==> src/rtl/calc_op_sequencer.sv <==
// Operation sequencer for the calculator datapath: single-cycle add/sub/mul, WIDTH-step restoring divide.
// Optional macro CALC_CHAIN_EN adds a 'chain' input that reuses the last delivered result as operand A.
module calc_op_sequencer #(
    parameter int         WIDTH  = 16,
    parameter logic [7:0] OP_ADD = 8'd43,
    parameter logic [7:0] OP_SUB = 8'd45,
    parameter logic [7:0] OP_MUL = 8'd42,
    parameter logic [7:0] OP_DIV = 8'd47
) (
    input  logic                 clk,
    input  logic                 rst,
    input  logic                 in_valid,
    output logic                 in_ready,
    input  logic [WIDTH-1:0]     a,
    input  logic [WIDTH-1:0]     b,
    input  logic [7:0]           op_code,
`ifdef CALC_CHAIN_EN
    input  logic                 chain,
`endif
    output logic                 out_valid,
    input  logic                 out_ready,
    output logic [2*WIDTH-1:0]   y,
    output logic                 err,
    output logic                 busy
);

    typedef enum logic [1:0] {IDLE, EXEC, DIV, DONE} state_t;
    localparam int CW = (WIDTH > 1) ? $clog2(WIDTH) : 1;

    state_t           state;
    logic [WIDTH-1:0] a_q, b_q, rem_q, quo_q;
    logic [7:0]       op_q;
    logic [CW-1:0]    cnt;

    logic [WIDTH-1:0] a_sel, rem_nx, quo_nx;
    logic [WIDTH:0]   rem_sh, diff;
    logic             fits;

`ifdef CALC_CHAIN_EN
    logic [2*WIDTH-1:0] last_res;
    assign a_sel = chain ? last_res[WIDTH-1:0] : a;
`else
    assign a_sel = a;
`endif

    // One restoring step: shift in the next dividend bit, subtract if the divisor fits.
    always_comb begin
        rem_sh = {rem_q, quo_q[WIDTH-1]};
        diff   = rem_sh - {1'b0, b_q};
        fits   = (rem_sh >= {1'b0, b_q});
        rem_nx = fits ? diff[WIDTH-1:0] : rem_sh[WIDTH-1:0];
        quo_nx = {quo_q[WIDTH-2:0], fits};
    end

    always_ff @(posedge clk) begin
        if (rst) begin
            state     <= IDLE;
            in_ready  <= 1'b1;
            out_valid <= 1'b0;
            y         <= '0;
            err       <= 1'b0;
            busy      <= 1'b0;
            cnt       <= '0;
            a_q       <= '0;
            b_q       <= '0;
            op_q      <= '0;
            rem_q     <= '0;
            quo_q     <= '0;
`ifdef CALC_CHAIN_EN
            last_res  <= '0;
`endif
        end else begin
            case (state)
                IDLE: begin
                    if (in_valid) begin
                        a_q      <= a_sel;
                        b_q      <= b;
                        op_q     <= op_code;
                        rem_q    <= '0;
                        quo_q    <= a_sel;
                        cnt      <= '0;
                        in_ready <= 1'b0;
                        busy     <= 1'b1;
                        state    <= (op_code == OP_DIV && b != '0) ? DIV : EXEC;
                    end
                end
                EXEC: begin
                    err <= 1'b0;
                    case (op_q)
                        OP_ADD: y <= {{(WIDTH-1){1'b0}}, {1'b0, a_q} + {1'b0, b_q}};
                        OP_SUB: y <= {{WIDTH{1'b0}}, a_q} - {{WIDTH{1'b0}}, b_q};
                        OP_MUL: y <= {{WIDTH{1'b0}}, a_q} * {{WIDTH{1'b0}}, b_q};
                        OP_DIV: begin
                            y   <= '1;
                            err <= 1'b1;
                        end
                        default: begin
                            y   <= '0;
                            err <= 1'b1;
                        end
                    endcase
                    out_valid <= 1'b1;
                    state     <= DONE;
                end
                DIV: begin
                    rem_q <= rem_nx;
                    quo_q <= quo_nx;
                    cnt   <= cnt + 1'b1;
                    if (cnt == CW'(WIDTH-1)) begin
                        y         <= {rem_nx, quo_nx};
                        err       <= 1'b0;
                        out_valid <= 1'b1;
                        state     <= DONE;
                    end
                end
                DONE: begin
                    if (out_ready) begin
                        out_valid <= 1'b0;
                        in_ready  <= 1'b1;
                        busy      <= 1'b0;
                        state     <= IDLE;
`ifdef CALC_CHAIN_EN
                        last_res  <= y;
`endif
                    end
                end
                default: state <= IDLE;
            endcase
        end
    end

endmodule

==> config.mk <==
export PLATFORM = sky130hd
export DESIGN_NAME = calc_op_sequencer
export DESIGN_NICKNAME = d
export VERILOG_FILES = /design/src/rtl/calc_op_sequencer.sv
export SDC_FILE = /design/constraint.sdc
export NUM_CORES = 1
export LEC_CHECK = 0
export ABC_CLOCK_PERIOD_IN_PS = 5800
export CAP_MARGIN = 25
export CELL_PAD_IN_SITES_DETAIL_PLACEMENT = 1
export CELL_PAD_IN_SITES_GLOBAL_PLACEMENT = 1
export CORE_ASPECT_RATIO = 1.5
export CORE_UTILIZATION = 43
export DETAILED_ROUTE_END_ITERATION = 8
export HOLD_SLACK_MARGIN = 0.08
export PLACE_DENSITY_LB_ADDON = 0.08
export SYNTH_ARGS = -nofsm -noshare
export SYNTH_HDL_FRONTEND = slang
export SYNTH_SLANG_ARGS = --single-unit
export TNS_END_PERCENT = 10
==> constraint.sdc <==
create_clock -name clk -period 5.8 [get_ports clk]
set_clock_uncertainty 0.1 [all_clocks]
set_input_delay 0.87 -clock clk [delete_from_list [all_inputs] [get_ports clk]]
set_output_delay 0.87 -clock clk [all_outputs]
set_load 0.02 [all_outputs]
==> results.txt <==
----------------------------------------------------
[Status]
  Run status ... finished, violations left
  Violated checks ... setup timing

[Detailed routing]
  Via count ... 14500
  Post-Route WL ... 60500 µm
  Routed Antenna Nets ... 0
  Routed WL per cell ... 23.4 µm
  Post-detailed-route via-to-cell ratio ... 5.60
  Count of unresolved DRC violations after routing ... 0
  Router iterations before antenna repair ... 4
  DRC marker count from the first detailed-route iteration ... 536

[Timing]
  Final period util ... 110%
  # setup viols final ... 17
  Peak Freq ... 157 MHz
  Crit path time final ... 6.38 ns
  Max-slew violations ... 0
  Hold violation count in the final report ... 0
  Total negative slack ... -7.83 ns
  Post-route worst setup slack ... -0.579 ns
  Setup repair after global routing missed its margin ... true
  Slew @ Worst Pin ... 0.984 ns
  Normalized max-slew margin ... 34.4%

[Pwr]
  Power per unit of standard cell area ... 336 nW/µm²
  Worst voltage drop across the vdd grid ... 426 µV
  Pwr Total ... 6420 µW
  Leakage power ... 0.00897 µW

[Finish]
  Area grow syn2layout ... 22.1%
  Multi-input gate area in the final layout ... 12200 µm²
  Sequential cell area ... 2340 µm²
  Filler cell count in the final layout ... 4305
  Share of final-layout standard cells stronger than drive strength 1 ... 14.9%
  Final Net Count ... 2494

[CTS]
  Hold Buf Count CTS ... 0
  TritonCTS clock tree ... yes
  Clock Sink Count ... 114
  Clock input transition at the sequential cells of the worst setup and hold paths ... 0.07 ns
  Clock Root Buffer ... sky130_fd_sc_hd__clkbuf_16
  Latest clock arrival within the worst-skew pair ... 0.45 ns
  Clock Tree Buf Depth ... 2
  Number of buffers inserted during clock tree synthesis ... 17
  Number of H-tree branching levels ... 4

[Placement]
  Routability congestion estimate ... 0.965
  Number of input and output port buffers inserted ... 79
  HPWL after DPL ... 49900 µm

[Worst setup path]
  Largest incremental delay on the critical path ... 0.55 ns
  Cell type of the slowest stage on the worst timing path ... sky130_fd_sc_hd__fa_1
  Cell chain of the critical path ... ha_4, inv_1, fa_1, inv_1, fa_1, fa_1, fa_1, fa_1, inv_1, fa_1, inv_1, ha_4, a21o_1, a221o_1, a21o_1, a221oi_4, buf_6, o21bai_2, buf_4, xor2_1, nand2_1, a311oi_2
  Critical Path End Type ... flip-flop
  Critical-path maximum fanout ... 8
  Start-to-end type of the worst setup path ... flip-flop to flip-flop
  CP Data Required Time ... 6.06 ns
  CP Buf/Inv Count ... 6
  Launching element type of the critical path ... flip-flop
  Kind of cell adding the most delay to the critical path ... adder cells
  Arrival time at the worst endpoint ... 6.63 ns
  CP most frequent cell ... sky130_fd_sc_hd__fa_1

[Job]
  Number of max-capacitance violations reported ... 0

[Floorplan]
  Core area ... 35800 µm²
  Width of the die ... 158 µm
  Top-level I/O count ... 80
  Full die area ... 37100 µm²
  Placement Rows ... 85
  Die Y-Extent ... 236 µm
  Starting Density ... 43.6%

[Synth]
  Cell variety after synth ... 74
  Synthesized flop and latch total ... 114
  Proportion of register bits with asynchronous set or reset after synthesis ... 0%
  Yosys Warn Count ... 0
  Mapped Area ... 15600 µm²
  Top FF cell, synth ... sky130_fd_sc_hd__dfxtp_1
  Net Count, Synth ... 2304
  Post-synth EDFFs ... 0
  Mapped Cells ... 1907
  Avg Inst Size Synth ... 8.20 µm²
  Sequential element share of the synthesized area ... 14.6%

[Global route]
  Initial antenna violation count ... 1
  Wire length of the first global-routing pass ... 93900 µm
  Vias in the first global route ... 16500
  Maximum number of pins on one net before global-route repair ... 75
  Total congestion overflow ... 0
  Aggregate global-route resource usage ... 34.2%

[Hold path]
  Worst hold-check path type ... flip-flop to flip-flop

----------------------------------------------------
[synth_stat cells (9+ instances only)]
| cell | count | share of area, % |
|---|---|---|
| sky130_fd_sc_hd__a211o_1 | 9 | 0.50 |
| sky130_fd_sc_hd__dfxtp_1 | 114 | 15 |
| sky130_fd_sc_hd__nand2b_1 | 11 | 0.44 |
| sky130_fd_sc_hd__fa_1 | 197 | 25 |
| sky130_fd_sc_hd__or3_1 | 10 | 0.40 |
| sky130_fd_sc_hd__nor2b_1 | 10 | 0.40 |
| sky130_fd_sc_hd__and3_1 | 9 | 0.36 |
| sky130_fd_sc_hd__nor2_1 | 113 | 2.7 |
| sky130_fd_sc_hd__clkbuf_1 | 82 | 2.0 |
| sky130_fd_sc_hd__a21oi_1 | 121 | 3.9 |
| sky130_fd_sc_hd__inv_1 | 278 | 6.7 |
| sky130_fd_sc_hd__nor3_1 | 22 | 0.70 |
| sky130_fd_sc_hd__xor2_1 | 16 | 0.90 |
| sky130_fd_sc_hd__mux2i_1 | 21 | 1.3 |
| sky130_fd_sc_hd__a211oi_1 | 27 | 1.3 |
| sky130_fd_sc_hd__o211ai_1 | 11 | 0.53 |
| sky130_fd_sc_hd__a21o_1 | 32 | 1.5 |
| sky130_fd_sc_hd__mux2_2 | 9 | 0.65 |
| sky130_fd_sc_hd__ha_1 | 156 | 12 |
| sky130_fd_sc_hd__a31oi_1 | 11 | 0.44 |
| sky130_fd_sc_hd__and2_1 | 104 | 4.2 |
| sky130_fd_sc_hd__o21a_1 | 9 | 0.43 |
| sky130_fd_sc_hd__nand2_1 | 304 | 7.3 |
| sky130_fd_sc_hd__o21ai_0 | 34 | 1.1 |
| sky130_fd_sc_hd__a311oi_1 | 14 | 0.78 |
| sky130_fd_sc_hd__nand3_1 | 25 | 0.80 |
| sky130_fd_sc_hd__o221ai_1 | 9 | 0.50 |
| sky130_fd_sc_hd__xnor2_1 | 38 | 2.1 |
[power breakdown]
part / leakage [µW] / total [µW] / switching, µW / internal (µW)
registers: 0.000946 / 1190 / 221 / 974
clock network: 0.000279 / 1080 / 510 / 569
logic: 0.00774 / 4150 / 2490 / 1660
[layout by cell type (no fill, tap or decap), types with 11 or more instances in the layout]
master / synthesis / layout
sky130_fd_sc_hd__nand2_1: 304 / 303
sky130_fd_sc_hd__inv_1: 278 / 275
sky130_fd_sc_hd__fa_1: 197 / 195
sky130_fd_sc_hd__buf_4: 0 / 175
sky130_fd_sc_hd__ha_1: 156 / 148
sky130_fd_sc_hd__a21oi_1: 121 / 117
sky130_fd_sc_hd__nor2_1: 113 / 113
sky130_fd_sc_hd__and2_1: 104 / 102
sky130_fd_sc_hd__dfxtp_1: 114 / 90
sky130_fd_sc_hd__clkdlybuf4s50_1: 0 / 78
sky130_fd_sc_hd__xnor2_1: 38 / 36
sky130_fd_sc_hd__a21o_1: 32 / 32
sky130_fd_sc_hd__o21ai_0: 34 / 30
sky130_fd_sc_hd__nand3_1: 25 / 25
sky130_fd_sc_hd__a211oi_1: 27 / 23
sky130_fd_sc_hd__mux2i_1: 21 / 21
sky130_fd_sc_hd__nor3_1: 22 / 21
sky130_fd_sc_hd__clkbuf_16: 0 / 17
sky130_fd_sc_hd__dfxtp_2: 0 / 14
sky130_fd_sc_hd__xor2_1: 16 / 13
sky130_fd_sc_hd__a311oi_1: 14 / 12
sky130_fd_sc_hd__nand2b_1: 11 / 11
sky130_fd_sc_hd__o211ai_1: 11 / 11
[area by class of cell]
type                            instances  area share [%]
Multi-Input combinational cell       1420            64.0
Sequential cell                       114            12.2
Inverter                              279            5.49
Tap cell                              478            3.13
Clock inverter                         15           0.728
Antenna cell                            1          0.0131
Clock buffer                           17            2.23
Timing Repair Buffer                  265            12.2
[worst register-to-register path, stage by stage (launching register included)]
cell and delay [ns]:
sky130_fd_sc_hd__dfxtp_4 0.43, sky130_fd_sc_hd__ha_4 0.17, sky130_fd_sc_hd__inv_1 0.13, sky130_fd_sc_hd__fa_1 0.54, sky130_fd_sc_hd__inv_1 0.06, sky130_fd_sc_hd__fa_1 0.52
sky130_fd_sc_hd__fa_1 0.46, sky130_fd_sc_hd__fa_1 0.52, sky130_fd_sc_hd__fa_1 0.55, sky130_fd_sc_hd__inv_1 0.08, sky130_fd_sc_hd__fa_1 0.48, sky130_fd_sc_hd__inv_1 0.07
sky130_fd_sc_hd__ha_4 0.22, sky130_fd_sc_hd__a21o_1 0.20, sky130_fd_sc_hd__a221o_1 0.37, sky130_fd_sc_hd__a21o_1 0.19, sky130_fd_sc_hd__a221oi_4 0.28, sky130_fd_sc_hd__buf_6 0.16
sky130_fd_sc_hd__o21bai_2 0.07, sky130_fd_sc_hd__buf_4 0.14, sky130_fd_sc_hd__xor2_1 0.17, sky130_fd_sc_hd__nand2_1 0.12, sky130_fd_sc_hd__a311oi_2 0.27
[sequential cells by signal, indices dropped and copies added (netlist names)]
signal	cells
y	32
a_q	16
b_q	16
quo_q	16
rem_q	16
op_q	8
cnt	4
state	2
busy	1
err	1
in_ready	1
out_valid	1
[stage by stage]
stage	hold WS (ns)	utilization [%]	cell area [µm²]	setup WS, ns	instances
final	0.364	53.3	19100	-0.579	2589
after global routing	0.379	53.3	19100	-0.810	2588
after CTS	0.366	52.9	19000	-0.552	2586
after detailed placement	0.352	50.9	18300	-0.726	2548
after global placement	0.343	50.7	18200	-0.642	2544
after floorplan	0.332	-	16000	-0.0257	1907
[per-layer routing]
layer | up-vias | global-route usage [%] | wire length [µm] | part of all wire [%]
met4 | 0 | 20.9 | 3950 | 6.5
li1 | 6586 | - | - | -
met1 | 7374 | 38.2 | 23000 | 38
met3 | 171 | 3.68 | 2070 | 3.4
met5 | - | 0 | 0 | 0
met2 | 368 | 61.0 | 31500 | 52
[worst paths after layout]
| check | depth (start not counted) | endpoint | slack, ns | start |
|---|---|---|---|---|
| worst max-delay path | 22 | y[22]$_SDFFE_PP0P_ | -0.58 | a_q[8]$_SDFFE_PP0P_ |
| worst max register to register | 22 | y[22]$_SDFFE_PP0P_ | -0.58 | a_q[8]$_SDFFE_PP0P_ |
| worst min register to register | 2 | op_q[5]$_SDFFE_PP0P_ | 0.36 | op_q[5]$_SDFFE_PP0P_ |
| worst min-delay path | 2 | op_q[5]$_SDFFE_PP0P_ | 0.36 | op_q[5]$_SDFFE_PP0P_ |
[kinds of logic after synthesis]
family	share of synthesized area (%)
flops	14.6
fa+ha+maj	37.8
buf+inv	9.04
xor+xnor	3.02
mux	1.99
compound gates	14.9
simple gates	18.6
[repair_timing]
item                                    CTS  global route
resized for setup                        17            30
buffers inserted                          6             2
endpoints found under the setup margin   22            23
gates cloned                              0             0
pin swaps                                 8            15
endpoints found under the hold margin     0             0
Note: power is estimated with default switching activity, not from simulation.
==> variant, RTL diff (same flow settings) <==
Reset style: asynchronous (`rst`), changed in one clocked block.
--- a/src/rtl/calc_op_sequencer.sv
+++ b/src/rtl/calc_op_sequencer.sv
@@ -54,3 +54,3 @@
 
-    always_ff @(posedge clk) begin
+    always_ff @(posedge clk or posedge rst) begin
         if (rst) begin
Behaviour: not the same (Yosys sat finds a counterexample within 4 cycles, from zero or initial values and one cycle with rst high; the reset may be asserted at any time).
==> variant against the unedited design <==
- the flow still finishes with violations (setup timing)
- area after synthesis up 3.9%
- wire length down 1.4%
- worst setup slack improved by 0.29 ns
- core utilization increased by 0.69 points
- sequential cell count unchanged
- cell area increased by 4.6%
- critical path type unchanged
Power is left out: the tool's default activity adds up to more than one toggle a clock period on the data nets, which glitch-free logic cannot reach.
==> variant: results (changes against the unedited design) <==
| Metric | Value |
|---|---|
| Largest cells by area after synthesis | `fa_1 24%, dfrtp_1 17%, ha_1 12%` |
| Gpl congestion | `0.895 (-7.3%)` |
| Share of cells above drive strength 1 | `18.5% (+3.6 points)` |
| CP Data Arrival Time | `6.31 ns (-0.32 ns)` |
| Dpl cell area | `18800 um^2 (+2.8%)` |
| Worst Path Max Fanout | `7 (-1)` |
| Setup_tns | `-3.08 ns (+4.75 ns)` |
| Commonest cells post-synth | `276 x inv_1, 228 x nand2_1, 197 x fa_1, 156 x ha_1, 113 x dfrtp_1` |
| # setup viols final | `20 (+3)` |
| First DRT Iteration DRCs | `592 (+10%)` |
| DR vias | `14634 (+0.93%)` |
| Ys flop type | `dfrtp_1` |
| Status | `finished, violations left` |
| WL/cell | `23.3 um (-0.47%)` |
| Seq/Total Area, Yosys | `17.6% (+3.0 points)` |
| Failing checks | `setup timing` |
| Relative slew slack | `30.6% (-3.9 points)` |
| Antenna diodes | `0 (-1)` |
| Async set-or-reset flop fraction in the synthesized netlist | `100% (+100 points)` |
| GRT Resource Usage Total | `31.8% (-2.4 points)` |
| Synth Net Count | `2260 (-1.9%)` |
| Largest net degree at the start of global routing | `43 (-43%)` |
| Final worst setup slack | `-0.287 ns (+0.292 ns)` |
| Vias in the first global route | `16345 (-0.66%)` |
| Detailed Place HPWL | `48300 um (-3.2%)` |
| First-pass GRT wire length | `92300 um (-1.7%)` |
==> variant: worst reg2reg max path, cell delays in order (launching register included) <==
cell and delay, ns:
dfrtp_2 0.47, buf_4 0.15, buf_4 0.12, buf_4 0.16
nand2_1 0.09, fa_1 0.45, fa_1 0.43, inv_1 0.07
ha_1 0.21, fa_1 0.48, fa_1 0.56, inv_1 0.06
fa_1 0.48, inv_1 0.05, ha_1 0.33, buf_4 0.16
o211ai_1 0.15, a21oi_2 0.22, o21ai_4 0.10, a211o_1 0.30
a21o_1 0.19, a21oi_2 0.15, xnor2_1 0.14, nor2_1 0.07
o32a_1 0.28
==> variant: area by class of cell <==
type | instances | area (um^2)
Fill cell | 4359 | 17000
Inverter | 277 | 1040
Clock inverter | 15 | 198
Clock buffer | 17 | 425
Tap cell | 484 | 606
Multi-Input combinational cell | 1381 | 12400
Sequential cell | 114 | 2870
Timing Repair Buffer | 277 | 2400
==> variant: final timing paths <==
check	slack [ns]	end	cells after the start	start
max reg2reg	-0.29	y[25]$_DFFE_PP0P_	24	a_q[5]$_DFFE_PP0P_
max	-0.29	y[25]$_DFFE_PP0P_	24	a_q[5]$_DFFE_PP0P_
min reg2reg	0.39	err$_DFFE_PP0P_	1	err$_DFFE_PP0P_
max in group asynchronous	3.81	a_q[5]$_DFFE_PP0P_	3	rst
min in group asynchronous	0.72	rem_q[12]$_DFFE_PP0P_	2	rst
min	0.39	err$_DFFE_PP0P_	1	err$_DFFE_PP0P_
==> variant: routing by layer <==
layer  up-vias  part of all wire [%]  track usage, %  wire (um)
met5         -                     0               0          0
met3       117                   2.9            2.78       1710
met1      7584                    39            36.5      23400
met4         0                   4.1            14.1       2460
met2       325                    54            59.4      32100
li1       6608                     -               -          -
==> variant: metrics by stage <==
step | util (%) | std cells
after floorplan | - | 1863
after global placement | 50.7 | 2521
after detailed placement | 50.7 | 2521
after CTS | 53.0 | 2561
after global routing | 54.0 | 2565
final | 54.0 | 2565
==> variant: cell families after synthesis <==
group                    count (synthesis)  synth area share [%]
XOR/XNOR                                40                  2.16
buffers and inverters                  368                  8.57
AND/OR/NAND/NOR                        531                  15.4
multiplexers                            61                  4.15
adder cells (fa/ha/maj)                354                  36.4
flip-flops                             114                  17.6
AO/OA/AOI/OAI                          395                  15.7
==> variant: repair_timing <==
action,4_1_cts,5_1_grt
hold endpoints to repair,0,0
endpoints found under the setup margin,21,23
gates resized for setup,57,64
buffers inserted,8,4
pin swaps,26,35
